### src/rtl/game_logic_pkg.sv
// Shared game-logic types: strike codes, attack FSM states, sprite phases and default frame timings.
// Imported by the attack controller and by the health manager that consumes its strike codes.
package game_logic_pkg;

    // Strike code as seen by the health manager; nonzero means "apply damage now".
    typedef enum logic [1:0] {
        AtkNone   = 2'b00,
        AtkLight  = 2'b01,
        AtkMedium = 2'b10,
        AtkHeavy  = 2'b11
    } attack_code_e;

    typedef enum logic [1:0] {
        PhaseIdle     = 2'b00,
        PhaseStartup  = 2'b01,
        PhaseStrike   = 2'b10,
        PhaseRecovery = 2'b11
    } phase_e;

    typedef enum logic [1:0] {
        StIdle     = 2'b00,
        StStartup  = 2'b01,
        StStrike   = 2'b10,
        StRecovery = 2'b11
    } atk_state_e;

    localparam int unsigned DefStartupL = 2;
    localparam int unsigned DefStartupM = 4;
    localparam int unsigned DefStartupH = 6;
    localparam int unsigned DefRecovL   = 4;
    localparam int unsigned DefRecovM   = 8;
    localparam int unsigned DefRecovH   = 12;
    localparam int unsigned DefCntW     = 4;

    // press bits are {heavy, medium, light}; heavier attacks win on coincident presses.
    function automatic attack_code_e select_attack(input logic [2:0] press);
        attack_code_e code;
        if (press[2]) begin
            code = AtkHeavy;
        end else if (press[1]) begin
            code = AtkMedium;
        end else if (press[0]) begin
            code = AtkLight;
        end else begin
            code = AtkNone;
        end
        return code;
    endfunction

    function automatic phase_e state_to_phase(input atk_state_e st);
        phase_e ph;
        unique case (st)
            StIdle:     ph = PhaseIdle;
            StStartup:  ph = PhaseStartup;
            StStrike:   ph = PhaseStrike;
            StRecovery: ph = PhaseRecovery;
        endcase
        return ph;
    endfunction

endpackage

### src/rtl/button_edge_detect.sv
// Rising-edge detector for the three attack buttons (inputs already synchronised).
// A button held through reset is not reported until it has been seen low once.
module button_edge_detect (
    input  logic       clk,
    input  logic       reset,
    input  logic [2:0] btn_i,
    output logic [2:0] press_o
);

    logic [2:0] btn_q, btn_d;
    logic [2:0] armed_q, armed_d;

    always_comb begin
        btn_d   = btn_i;
        armed_d = armed_q | ~btn_i;
        press_o = btn_i & ~btn_q & armed_q;
    end

    always_ff @(posedge clk) begin
        if (reset) begin
            btn_q   <= '0;
            armed_q <= '0;
        end else begin
            btn_q   <= btn_d;
            armed_q <= armed_d;
        end
    end

endmodule

### src/rtl/attack_controller.sv
// Attack FSM: startup / one-cycle strike / recovery timed in frame ticks, with a one-deep
// buffer so a press during recovery chains straight into the next attack.
module attack_controller
    import game_logic_pkg::*;
#(
    parameter int unsigned STARTUP_L = DefStartupL,
    parameter int unsigned STARTUP_M = DefStartupM,
    parameter int unsigned STARTUP_H = DefStartupH,
    parameter int unsigned RECOV_L   = DefRecovL,
    parameter int unsigned RECOV_M   = DefRecovM,
    parameter int unsigned RECOV_H   = DefRecovH,
    parameter int unsigned CNT_W     = DefCntW
) (
    input  logic       clk,
    input  logic       reset,
    input  logic       frame_tick,
    input  logic       fight_en,
    input  logic       btn_light,
    input  logic       btn_medium,
    input  logic       btn_heavy,
    output logic [1:0] attack_state,
    output logic       busy,
    output logic [1:0] phase
);

    atk_state_e       state_q, state_d;
    attack_code_e     type_q, type_d;
    logic [CNT_W-1:0] cnt_q, cnt_d;
    logic             buf_valid_q, buf_valid_d;
    attack_code_e     buf_type_q, buf_type_d;
    attack_code_e     attack_state_q, attack_state_d;
    logic             busy_q, busy_d;
    phase_e           phase_q, phase_d;

    logic [2:0]       press;
    attack_code_e     press_code;
    logic             press_valid;
    logic             phase_done;

    button_edge_detect u_edge (
        .clk     (clk),
        .reset   (reset),
        .btn_i   ({btn_heavy, btn_medium, btn_light}),
        .press_o (press)
    );

    function automatic logic [CNT_W-1:0] startup_frames(input attack_code_e code);
        logic [CNT_W-1:0] n;
        unique case (code)
            AtkLight:  n = CNT_W'(STARTUP_L);
            AtkMedium: n = CNT_W'(STARTUP_M);
            AtkHeavy:  n = CNT_W'(STARTUP_H);
            AtkNone:   n = '0;
        endcase
        return n;
    endfunction

    function automatic logic [CNT_W-1:0] recov_frames(input attack_code_e code);
        logic [CNT_W-1:0] n;
        unique case (code)
            AtkLight:  n = CNT_W'(RECOV_L);
            AtkMedium: n = CNT_W'(RECOV_M);
            AtkHeavy:  n = CNT_W'(RECOV_H);
            AtkNone:   n = '0;
        endcase
        return n;
    endfunction

    always_comb begin
        state_d     = state_q;
        type_d      = type_q;
        cnt_d       = cnt_q;
        buf_valid_d = buf_valid_q;
        buf_type_d  = buf_type_q;

        press_code  = select_attack(press);
        press_valid = fight_en && (press_code != AtkNone);
        // Counting from <=1 rather than ==1 also covers a zero-length phase parameter.
        phase_done  = frame_tick && (cnt_q <= CNT_W'(1));

        if (!fight_en) begin
            state_d     = StIdle;
            type_d      = AtkNone;
            cnt_d       = '0;
            buf_valid_d = 1'b0;
            buf_type_d  = AtkNone;
        end else begin
            unique case (state_q)
                StIdle: begin
                    if (press_valid) begin
                        state_d = StStartup;
                        type_d  = press_code;
                        cnt_d   = startup_frames(press_code);
                    end
                end
                StStartup: begin
                    if (phase_done) begin
                        state_d = StStrike;
                        cnt_d   = '0;
                    end else if (frame_tick) begin
                        cnt_d = cnt_q - CNT_W'(1);
                    end
                end
                StStrike: begin
                    state_d = StRecovery;
                    cnt_d   = recov_frames(type_q);
                end
                StRecovery: begin
                    if (press_valid) begin
                        buf_valid_d = 1'b1;
                        buf_type_d  = press_code;
                    end
                    if (phase_done) begin
                        buf_valid_d = 1'b0;
                        buf_type_d  = AtkNone;
                        // A press on the completing edge outranks what was buffered earlier.
                        if (press_valid) begin
                            state_d = StStartup;
                            type_d  = press_code;
                            cnt_d   = startup_frames(press_code);
                        end else if (buf_valid_q) begin
                            state_d = StStartup;
                            type_d  = buf_type_q;
                            cnt_d   = startup_frames(buf_type_q);
                        end else begin
                            state_d = StIdle;
                            type_d  = AtkNone;
                            cnt_d   = '0;
                        end
                    end else if (frame_tick) begin
                        cnt_d = cnt_q - CNT_W'(1);
                    end
                end
            endcase
        end

        attack_state_d = (state_d == StStrike) ? type_d : AtkNone;
        busy_d         = (state_d != StIdle);
        phase_d        = state_to_phase(state_d);
    end

    always_ff @(posedge clk) begin
        if (reset) begin
            state_q        <= StIdle;
            type_q         <= AtkNone;
            cnt_q          <= '0;
            buf_valid_q    <= 1'b0;
            buf_type_q     <= AtkNone;
            attack_state_q <= AtkNone;
            busy_q         <= 1'b0;
            phase_q        <= PhaseIdle;
        end else begin
            state_q        <= state_d;
            type_q         <= type_d;
            cnt_q          <= cnt_d;
            buf_valid_q    <= buf_valid_d;
            buf_type_q     <= buf_type_d;
            attack_state_q <= attack_state_d;
            busy_q         <= busy_d;
            phase_q        <= phase_d;
        end
    end

    assign attack_state = attack_state_q;
    assign busy         = busy_q;
    assign phase        = phase_q;

endmodule

### config.mk
export PLATFORM = sky130hd
export DESIGN_NAME = attack_controller
export DESIGN_NICKNAME = d
export VERILOG_FILES = /design/src/rtl/game_logic_pkg.sv /design/src/rtl/button_edge_detect.sv /design/src/rtl/attack_controller.sv
export SDC_FILE = /design/constraint.sdc
export NUM_CORES = 1
export LEC_CHECK = 0
export CORE_ASPECT_RATIO = 0.75
export CORE_UTILIZATION = 35
export DETAILED_ROUTE_END_ITERATION = 8
export SYNTH_ARGS = -nofsm -noshare
export SYNTH_HDL_FRONTEND = slang
export SYNTH_SLANG_ARGS = --single-unit
### constraint.sdc
create_clock -name clk -period 3.15 [get_ports clk]
set_clock_uncertainty 0.15 [all_clocks]
set_input_delay 0.63 -clock clk [delete_from_list [all_inputs] [get_ports clk]]
set_output_delay 0.63 -clock clk [all_outputs]
set_load 0.05 [all_outputs]
==> impl_results.md, run 1 <==
- Number of maximum-capacitance violations: 0
- Critical path data arrival time: approximately 2.5 ns
- Sequential element share of the synthesized area: around 34%
- Total inserted antenna cells: 0
- Number of buffers on the longest clock path: 2
- Total routed wirelength: a little over 3 mm
- Share of total power in sequential cells: between 50% and 60%
- Cells along the critical path: clkdlybuf4s50_1 > nand4b_1 > o21ai_0 > nand3_1 > a41o_1 > nor3_2
- Setup violations, final: 0
- Most frequent cell after synthesis: sky130_fd_sc_hd__dfxtp_1
- Number of distinct standard cells referenced by the synthesized netlist: 44
- Port Buf Inserts: 11
- Total DRC errors in the routed layout: 0
- Start point of the worst min-delay path: u_edge.armed_q[0]
- Total power of the final layout: 561 uW
- Post-detailed-placement half-perimeter wirelength: around 2.3 mm
- CP Max Fanout: 10
- Fin Hold WS: around 0.33 ns
- Relative contribution of the clock network to total power: about 34%
- Cell taking the most area after synthesis: sky130_fd_sc_hd__dfxtp_1
- RD Place Congestion: about 0.86
- Critical-path top delay cell: sky130_fd_sc_hd__clkdlybuf4s50_1
- Slew at the pin with the worst max-slew slack: about 0.56 ns
- Die Outline Area: 3790 um2
- Number of clock buffers inserted by TritonCTS: 3
- Total of hold buffers inserted after clock tree synthesis: 0
- Ratio of total power to cell area: around 400 nW/um2
- Top post-synthesis cells by count: 21 x sky130_fd_sc_hd__dfxtp_1, 15 x sky130_fd_sc_hd__a21oi_1, 14 x sky130_fd_sc_hd__nand2_1
- Switch share: between 20% and 30%
- Critical path launch point type: input pin
- Max Slew Vio Count: 0
- Std-Cell Core Area: approximately 3300 um2
- Max Clk Rate: approximately 410 MHz
- Post-CTS setup-driven buffer insertion count: 0
- FF-to-FF path depth: 7
- Largest net degree at the start of global routing: 16
- Total Neg Setup Slack: 0 ns
- Net switching component of the power: between 150 and 200 uW
- Slowest Stage Delay on Critical Path: approximately 0.7 ns
- Reg2Reg Launch Point: cnt_q[1]
- Final nets: approximately 180
- Primary flip-flop cell chosen by synthesis mapping: sky130_fd_sc_hd__dfxtp_1
- Width of the chip: 70.7 um
- Total congestion overflow after global routing: 0
- Clock-pin slew reported for the worst setup and hold paths after clock tree synthesis: around 0.08 ns
- Unrepaired setup endpoints after global routing: false
- Post-DP Area: between 1000 and 1500 um2
- Final std cell area, no fill: around 1400 um2
- DRC marker count from the first detailed-route iteration: 55
- Cells after synthesis: between 150 and 200
- # H-tree levels: 1
- Run status: completed
- Number of instances on the worst hold path: 2
- Critical path class: input pin to flip-flop
- TritonCTS clock tree: built
- Final clock period utilization by the worst path: 77.7%
- Detail-routed net length per standard cell: around 15 um
- Area overhead of the layout relative to synthesis: 15.1%
- Area of the mapped netlist: 1240 um2
- WHS Endpoint: u_edge.armed_q[0]
- Floorplan die height: 53.5 um
- GRT Resource Usage Total: 18.1%
- Via count of the first global-routing pass: between 1000 and 1500
- Fraction of synthesized cell area taken by the top area cell type: between 30% and 40%
- Share of power burned in combinational logic: 15.8%
- Average size of a mapped cell: a little over 8 um2
- Number of enable flip-flop cells after synthesis: 0
- LEAKAGE: 0.000512 uW
- Count of clock tree sinks: 21
- Net count after synthesis: between 150 and 200
- CP required: about 3.2 ns
- Total vias in the final route: between 1000 and 1500
- Area occupied by registers: between 400 and 500 um2
- Maximum vdd drop: between 300 and 400 uV
- Count of TritonRoute iterations in the first routing pass: 5
- Clock latency at the later pin of the worst-skew pair: between 0.2 and 0.3 ns
- Footprint of the multi-input gates: 738 um2
- Number of storage elements in the synthesis netlist: 21
- Starting density of the core: between 30% and 40%
- Crit path time final: about 2.4 ns
- Number of nets with antenna violations after detailed routing: 0
- Warning count from the yosys run: 0
- Share of post-route cells with drive strength above 1: a little over a tenth
- Fill cell total of the finished layout: 340
- Setup slack of the worst register-to-register path: slightly above 1 ns
- Cell internal pwr: approximately 400 uW
- Initial antenna violation count: 0
- Number of endpoints with negative hold slack in the final report: 0
- Detail-routed via count per cell: ~5.6
- Ports placed on the boundary: 12
- Std-Cell Rows: 18
- Root buffer cell: sky130_fd_sc_hd__clkbuf_8
- Worst min-delay path category: flip-flop to flip-flop
- Share of flip-flops with an asynchronous set or reset: 0%
- Cell types with the largest area share after synthesis: sky130_fd_sc_hd__dfxtp_1 34%, sky130_fd_sc_hd__a21oi_1 6.1%, sky130_fd_sc_hd__ha_1 6.1%, sky130_fd_sc_hd__nand2_1 4.2%, sky130_fd_sc_hd__nor2_1 3.9%
- First-pass GRT wire length: a little over 5 mm
- Type of element capturing the critical path: flip-flop
- Reg-to-reg endpoint: attack_state[1]
- Post-CTS sizing: 0
- Relative slew margins: between 60% and 70%
==> registers in the layout, summed over array words and instances (netlist names) <==
register	cells
buf_type_q	2
phase	1
cnt_q	4
state_q	2
buf_valid_q	1
u_edge.btn_q	3
attack_state	2
type_q	2
busy	1
u_edge.armed_q	3
==> layout make-up <==
class / count / area share (%)
multi-input combinational: 111 / 51.7
sequential: 21 / 29.4
timing repair buffer: 12 / 8.24
inverter: 14 / 3.68
tap: 40 / 3.51
clock buffer: 3 / 2.89
clock inverter: 1 / 0.526
==> routing by layer <==
metal / track usage (%) / share of wire, % / vias up
met5: 0 / 0 / -
met4: 6.00 / 1.3 / 0
met3: 3.93 / 6.8 / 9
met2: 30.3 / 45 / 48
met1: 23.8 / 47 / 521
li1: - / - / 557
==> power by group through the flow <==
| stage | combinational (uW) | clock [uW] | sequential, uW |
|---|---|---|---|
| floorplan | 59.7 | 0 | 288 |
| global placement | 86.0 | 0 | 287 |
| detailed placement | 87.2 | 0 | 287 |
| CTS | 87.7 | 193 | 281 |
| global route | 97.5 | 201 | 283 |
| finish | 88.9 | 191 | 281 |
==> worst max-delay path, delay by kind of cell <==
family                 cells  cell delay (ns)
AO/OA/AOI/OAI              2             0.62
buffers and inverters      1             0.70
AND/OR/NAND/NOR            3             0.56
==> per-stage QoR <==
stage / utilization, % / worst slack [ns] / instances
6_report: 42.8 / 0.702 / 202
5_1_grt: 42.8 / 0.571 / 202
4_1_cts: 42.8 / 0.738 / 202
3_5_place_dp: 41.4 / 0.479 / 198
3_3_place_gp: 41.4 / 0.429 / 198
2_1_floorplan: - / 1.23 / 152
==> placed cells by master, fill, tap and decap left out, drive strengths merged, types with 2 or more instances in the layout <==
master	n
nand3	4
nand2	14
clkbuf	3
nor3b	3
a211oi	3
a41o	2
inv	14
and3b	2
nand3b	2
clkdlybuf4s50	11
nand4b	4
o31ai	2
o21ai	11
o211ai	2
a21oi	16
dfxtp	21
a21o	2
nor3	5
nor2b	4
o21a	2
nor2	13
ha	6
==> worst max-delay path by stage <==
| stage | startpoint | end | slack, ns |
|---|---|---|---|
| floorplan | cnt_q[0] | attack_state[1] | 1.23 |
| CTS | fight_en | attack_state[0] | 0.74 |
| global route | fight_en | attack_state[0] | 0.57 |
| finish | fight_en | attack_state[0] | 0.70 |
| global placement | fight_en | attack_state[0] | 0.43 |
| detailed placement | fight_en | attack_state[0] | 0.48 |
==> logic make-up (layout without fill, tap and decap cells) <==
group	count (synthesis)	count (layout)	share of synthesized area (%)
adders and majority gates	6	6	6.05
xor gates and xnor gates	1	1	0.706
and+or+nand+nor	58	58	28.0
AOI/OAI and AO/OA	46	46	24.8
buffers and inverters	20	30	6.56
DFF	21	21	33.9
Note: power is estimated with default switching activity, not from simulation.
==> run 2: changes to the inputs <==
==> constraint.sdc (replaced) <==
create_clock -name clk -period 2.5 [get_ports clk]
set_clock_uncertainty 0.15 [all_clocks]
set_input_delay 0.5 -clock clk [delete_from_list [all_inputs] [get_ports clk]]
set_output_delay 0.5 -clock clk [all_outputs]
set_load 0.05 [all_outputs]
==> run 2 against run 1 <==
  * Sequential share of layout area fell by 0.75 points
  * Combinational power rose by 32%
  * Sequential power rose by 26%
  * Via count rose by 0.62%
  * Routed wire length fell by 3.4%
  * Largest cell class unchanged
  * Largest power group unchanged
  * Highest routed layer unchanged
==> impl_results.md, run 2 (synthesis results as in run 1) <==
- Die Outline Area: around 3800 um2
- # H-tree levels: 1
- Critical path launch point type: flip-flop
- Setup violations, final: 0
- Post-CTS setup-driven buffer insertion count: 0
- Total of hold buffers inserted after clock tree synthesis: 0
- Ports placed on the boundary: 12
- Start point of the worst min-delay path: u_edge.armed_q[0]
- Clock-pin slew reported for the worst setup and hold paths after clock tree synthesis: ~0.080 ns
- Post-DP Area: about 1400 um2
- Via count of the first global-routing pass: between 900 and 1000
- Number of cells in the finished layout apart from fillers: just over 200
- Std-Cell Core Area: ~3300 um2
- Most frequent cells in the layout: 21 x sky130_fd_sc_hd__dfxtp_1, 15 x sky130_fd_sc_hd__a21oi_1, 14 x sky130_fd_sc_hd__nand2_1
- Post-CTS sizing: 0
- Reg-to-reg endpoint: attack_state[1]
- Worst min-delay path category: flip-flop to flip-flop
- Crit path time final: around 2.2 ns
- Floorplan die height: 53.5 um
- Count of TritonRoute iterations in the first routing pass: 4
- Registers with the highest flip-flop counts: cnt_q x4, u_edge.armed_q x3, u_edge.btn_q x3
- Initial antenna violation count: 0
- Placed cell count: a little over 200
- Number of buffers on the longest clock path: 2
- CP required: ~2.5 ns
- LEAKAGE: roughly 0.00054 uW
- Clock latency at the later pin of the worst-skew pair: 0.27 ns
- Port Buf Inserts: 11
- Post-detailed-placement half-perimeter wirelength: 2.21 mm
- First-pass GRT wire length: a little under 5 mm
- Starting density of the core: 37.2%
- Std-Cell Rows: 18
- Detail-routed net length per standard cell: around 15 um
- Number of endpoints with negative hold slack in the final report: 0
- Number of nets with antenna violations after detailed routing: 0
- Run status: completed
- Total inserted antenna cells: 0
- Setup slack of the worst register-to-register path: between 0.2 and 0.3 ns
- Detail-routed via count per cell: 5.52
- Total power of the final layout: between 700 and 800 uW
- Number of maximum-capacitance violations: 0
- Final nets: ~180
- Root buffer cell: sky130_fd_sc_hd__clkbuf_8
- Area overhead of the layout relative to synthesis: 18.2%
- Ratio of total power to cell area: 486 nW/um2
- Unrepaired setup endpoints after global routing: false
- Most common library cell in the layout ignoring fill and taps: sky130_fd_sc_hd__dfxtp_1
- Share of post-route cells with drive strength above 1: roughly an eighth
- WHS Endpoint: u_edge.armed_q[0]
- Critical path data arrival time: between 2 and 2.5 ns
- Slew at the pin with the worst max-slew slack: just over 0.5 ns
- Maximum vdd drop: around 330 uV
- TritonCTS clock tree: built
- Reg2Reg Launch Point: cnt_q[1]
- Final clock period utilization by the worst path: approximately nine tenths
- Total DRC errors in the routed layout: 0
- DRC marker count from the first detailed-route iteration: 89
- Critical path class: flip-flop to flip-flop
- Number of clock buffers inserted by TritonCTS: 3
- Type of element capturing the critical path: flip-flop
- Fin Hold WS: ~0.32 ns
- GRT Resource Usage Total: between 15 and 20%
- Total congestion overflow after global routing: 0
- Final std cell area, no fill: between 1000 and 1500 um2
- Number of instances on the worst hold path: 2
- Max Slew Vio Count: 0
- FF-to-FF path depth: 7
- CP Max Fanout: 9
- Total vias in the final route: about 1100
- Total Neg Setup Slack: 0 ns
- Biggest register: cnt_q
- Relative slew margins: 65.4%
- RD Place Congestion: roughly 0.84
- Largest net degree at the start of global routing: 16
- Count of clock tree sinks: 21
- Max reg flops: 4
- Total routed wirelength: 3.01 mm
- Max Clk Rate: around 450 MHz
- Width of the chip: around 70 um
[run 2: cell type report]
class	instances	area [um2]
Clock inverter	1	7.51
Clock buffer	3	41.3
Inverter	14	52.6
Sequential cell	21	420
Tap cell	40	50.0
Timing Repair Buffer	17	155
Fill cell	341	1870
Multi-Input combinational cell	111	738
[run 2: worst max-delay path: stages (launching register included)]
cell                      delay (ns)
sky130_fd_sc_hd__dfxtp_1        0.43
sky130_fd_sc_hd__inv_1          0.09
sky130_fd_sc_hd__ha_1           0.19
sky130_fd_sc_hd__or2_1          0.34
sky130_fd_sc_hd__a41o_1         0.30
sky130_fd_sc_hd__o21ai_0        0.31
sky130_fd_sc_hd__and3_4         0.26
sky130_fd_sc_hd__nor3_2         0.04
[run 2: how the worst max path moves through the flow]
| stage | startpoint | to | slack, ns |
|---|---|---|---|
| after floorplan | cnt_q[0] | attack_state[1] | 0.58 |
| after global placement | frame_tick | type_q[1] | 0.13 |
| after detailed placement | frame_tick | type_q[1] | 0.15 |
| after CTS | state_q[0] | phase[0] | 0.29 |
| after global routing | cnt_q[1] | attack_state[1] | 0.22 |
| final | cnt_q[1] | attack_state[1] | 0.27 |
[run 2: layer usage]
metal  vias up  share of wire (%)  global-route usage, %  routed length, um
met2        49                 40                   26.0               1200
met1       518                 52                   22.9               1560
li1        568                  -                      -                  -
met4         0                1.4                   7.00                 41
met5         -                  0                      0                  0
met3         7                6.7                   5.24                201
[run 2: power by group]
part	total [uW]	internal (uW)	switching, uW
registers	354	345	9.60
clock network	240	113	127
logic	117	50.1	67.0
[run 2: through the flow]
step / setup WS, ns / utilization [%]
finish: 0.269 / 44.0
detailed placement: 0.151 / 42.5
floorplan: 0.575 / -
CTS: 0.290 / 44.0
global route: 0.221 / 44.0
global placement: 0.131 / 42.5
==> run 3: changes to the inputs <==
--- a/config.mk
+++ b/config.mk
@@ -5,6 +5,7 @@
 export SDC_FILE = /design/constraint.sdc
 export NUM_CORES = 1
 export LEC_CHECK = 0
+export ABC_AREA = 1
 export CORE_ASPECT_RATIO = 0.75
 export CORE_UTILIZATION = 35
 export DETAILED_ROUTE_END_ITERATION = 8
==> run 3 against run 2 <==
  * Clock power shrank 2%
  * Sequential share of layout area grew 1.9 points
  * Cell area is 6.2% lower
  * Routed wire length down 17%
  * Total power rose by 4.9%
  * Die area down 4.4%
  * Largest cell class unchanged
==> impl_results.md, run 3 <==
- Cells along the critical path: clkdlybuf4s50_1
- Clock latency at the later pin of the worst-skew pair: about 0.27 ns
- Root buffer cell: sky130_fd_sc_hd__clkbuf_8
- Max Clk Rate: approximately 460 MHz
- Total congestion overflow after global routing: 0
- Placed cell count: ~220
- Number of maximum-capacitance violations: 0
- Critical path class: flip-flop to output port
- Std-Cell Core Area: between 3000 and 4000 um2
- Share of total power in sequential cells: a little under half
- Number of enable flip-flop cells after synthesis: 0
- Cells after synthesis: approximately 170
- # H-tree levels: 1
- Registers with the highest flip-flop counts: cnt_q x4, u_edge.armed_q x3, u_edge.btn_q x3
- Post-detailed-placement half-perimeter wirelength: ~1.9 mm
- Top post-synthesis cells by count: 41 x sky130_fd_sc_hd__nand2_1, 23 x sky130_fd_sc_hd__nor2_1, 21 x sky130_fd_sc_hd__dfxtp_1
- Setup violations, final: 0
- Crit path buffers/inverters: 1
- Primary flip-flop cell chosen by synthesis mapping: sky130_fd_sc_hd__dfxtp_1
- Max Slew Vio Count: 0
- Floorplan die height: roughly 52 um
- Final nets: between 150 and 200
- Area overhead of the layout relative to synthesis: 16.1%
- Share of flip-flops with an asynchronous set or reset: 0%
- Most frequent cells in the layout: 41 x sky130_fd_sc_hd__nand2_1, 23 x sky130_fd_sc_hd__nor2_1, 21 x sky130_fd_sc_hd__dfxtp_1
- Die Outline Area: between 3000 and 4000 um2
- Number of buffers on the longest clock path: 2
- Relative contribution of the clock network to total power: 31.6%
- Cell internal pwr: 516 uW
- Sequential element share of the synthesized area: roughly 36%
- Total of hold buffers inserted after clock tree synthesis: 0
- Starting density of the core: 38.4%
- Type of element capturing the critical path: output port
- Post-CTS setup-driven buffer insertion count: 0
- Via count of the first global-routing pass: 1019
- Net count after synthesis: between 150 and 200
- DRC marker count from the first detailed-route iteration: 38
- Width of the chip: just under 70 um
- Crit path time final: around 2.2 ns
- Slowest Stage Delay on Critical Path: approximately 0.83 ns
- Count of TritonRoute iterations in the first routing pass: 4
- WP depth: 1
- Count of clock tree sinks: 21
- Share of power burned in combinational logic: between 20% and 30%
- Total routed wirelength: ~2.5 mm
- Critical-path top delay cell: sky130_fd_sc_hd__clkdlybuf4s50_1
- Cell types with the largest area share after synthesis: sky130_fd_sc_hd__dfxtp_1 36%, sky130_fd_sc_hd__nand2_1 13%, sky130_fd_sc_hd__nor2_1 7.3%, sky130_fd_sc_hd__ha_1 6.3%, sky130_fd_sc_hd__a21oi_1 5.5%
- First-pass GRT wire length: about 4.4 mm
- Number of distinct standard cells referenced by the synthesized netlist: 27
- Number of endpoints with negative hold slack in the final report: 0
- Switch share: slightly above 30%
- Port Buf Inserts: 11
- Number of storage elements in the synthesis netlist: 21
- Area of the mapped netlist: about 1200 um2
- Initial antenna violation count: 0
- Total DRC errors in the routed layout: 0
- Number of nets with antenna violations after detailed routing: 0
- Relative slew margins: between 60% and 70%
- Worst min-delay path category: flip-flop to flip-flop
- End-of-flow core utilization: 44.5%
- Critical path data arrival time: 1.51 ns
- Number of clock buffers inserted by TritonCTS: 3
- Number of instances on the worst hold path: 2
- Run status: completed
- Share of post-route cells with drive strength above 1: between 10% and 20%
- Total Neg Setup Slack: 0 ns
- Detail-routed via count per cell: 4.84
- Most frequent cell after synthesis: sky130_fd_sc_hd__nand2_1
- Ratio of total power to cell area: 543 nW/um2
- Std-Cell Rows: 17
- CP Max Fanout: 4
- Ports placed on the boundary: 12
- Slew at the pin with the worst max-slew slack: about 0.5 ns
- Most common library cell in the layout ignoring fill and taps: sky130_fd_sc_hd__nand2_1
- Critical path launch point type: flip-flop
- Final clock period utilization by the worst path: a little under nine tenths
- GRT Resource Usage Total: around 16%
- Net switching component of the power: 230 uW
- Largest net degree at the start of global routing: 14
- Number of cells in the finished layout apart from fillers: about 220
- Average size of a mapped cell: approximately 7.0 um2
- TritonCTS clock tree: built
- Max reg flops: 4
- Warning count from the yosys run: 0
- Maximum vdd drop: 344 uV
- Clock-pin slew reported for the worst setup and hold paths after clock tree synthesis: around 0.080 ns
- Biggest register: cnt_q
- Total vias in the final route: ~1100
- Detail-routed net length per standard cell: ~11 um
- Post-CTS sizing: 0
- FF-to-FF path depth: 11
- CP required: 1.85 ns
- Total inserted antenna cells: 0
- Fraction of synthesized cell area taken by the top area cell type: 35.5%
- Unrepaired setup endpoints after global routing: false
- Delay-heaviest family, CP: buffers and inverters
- RD Place Congestion: 0.875
- LEAKAGE: around 0.0006 uW
- Cell taking the most area after synthesis: sky130_fd_sc_hd__dfxtp_1
## run 3: cell count changes after synthesis, moves of 3 or more
cell / previous run / this run
sky130_fd_sc_hd__nor2_2: 0 / 5
sky130_fd_sc_hd__nor2b_1: 4 / 0
sky130_fd_sc_hd__nand2_1: 14 / 41
sky130_fd_sc_hd__a211oi_1: 3 / 0
sky130_fd_sc_hd__nand3_1: 4 / 8
sky130_fd_sc_hd__nand2_2: 0 / 4
sky130_fd_sc_hd__o21ai_0: 8 / 2
sky130_fd_sc_hd__nor2_1: 13 / 23
sky130_fd_sc_hd__nor3_1: 3 / 0
sky130_fd_sc_hd__nand4b_1: 4 / 0
sky130_fd_sc_hd__inv_1: 12 / 17
sky130_fd_sc_hd__nand3_2: 0 / 3
## run 3: path summary, 6_finish.rpt
kind / startpoint / endpoint / slack [ns]
worst max-delay path: state_q[0] / phase[0] / 0.34
worst min-delay path: buf_type_q[1] / buf_type_q[1] / 0.32
worst max register to register: cnt_q[0] / attack_state[0] / 0.53
worst min register to register: buf_type_q[1] / buf_type_q[1] / 0.32
## run 3: layout make-up
type                    count  area (um2)
repair buffers             13         125
flip-flops and latches     21         420
well taps                  38        47.5
fillers                   298        1710
clock buffers               3        41.3
multi-input cells         123         657
clock inverters             1        7.51
inverters                  20        75.1
## run 3: cell families (layout without fill, tap and decap cells)
logic type      after synthesis  count (layout)  synth area share [%]
simple gates                 91              91                  36.5
buf+inv                      25              37                  8.99
compound gates               24              24                  11.2
flops                        21              21                  35.5
fa+ha+maj                     6               6                  6.34
xor+xnor                      2               2                  1.48
## run 3: power groups by stage
| stage | clock network (uW) | registers, uW | logic [uW] |
|---|---|---|---|
| 5_1_grt | 255 | 359 | 172 |
| 3_3_place_gp | 0 | 364 | 151 |
| 3_5_place_dp | 0 | 365 | 152 |
| 2_1_floorplan | 0 | 371 | 108 |
| 6_report | 236 | 357 | 153 |
| 4_1_cts | 244 | 357 | 153 |
## run 3: metal layers
metal | vias to the layer above | GRT usage [%] | wire (um)
li1 | 557 | - | -
met5 | - | 0 | 0
met4 | 0 | 6.12 | 51
met3 | 7 | 4.42 | 149
met2 | 33 | 24.4 | 1030
met1 | 463 | 20.3 | 1260
## run 3: per-stage QoR
step	hold slack, ns	total power, uW	worst slack, ns	area [um2]
2_1_floorplan	0.290	479	0.859	1180
3_3_place_gp	0.303	516	0.249	1330
3_5_place_dp	0.309	517	0.184	1330
4_1_cts	0.320	755	0.337	1370
5_1_grt	0.339	786	0.269	1370
6_report	0.316	746	0.342	1370
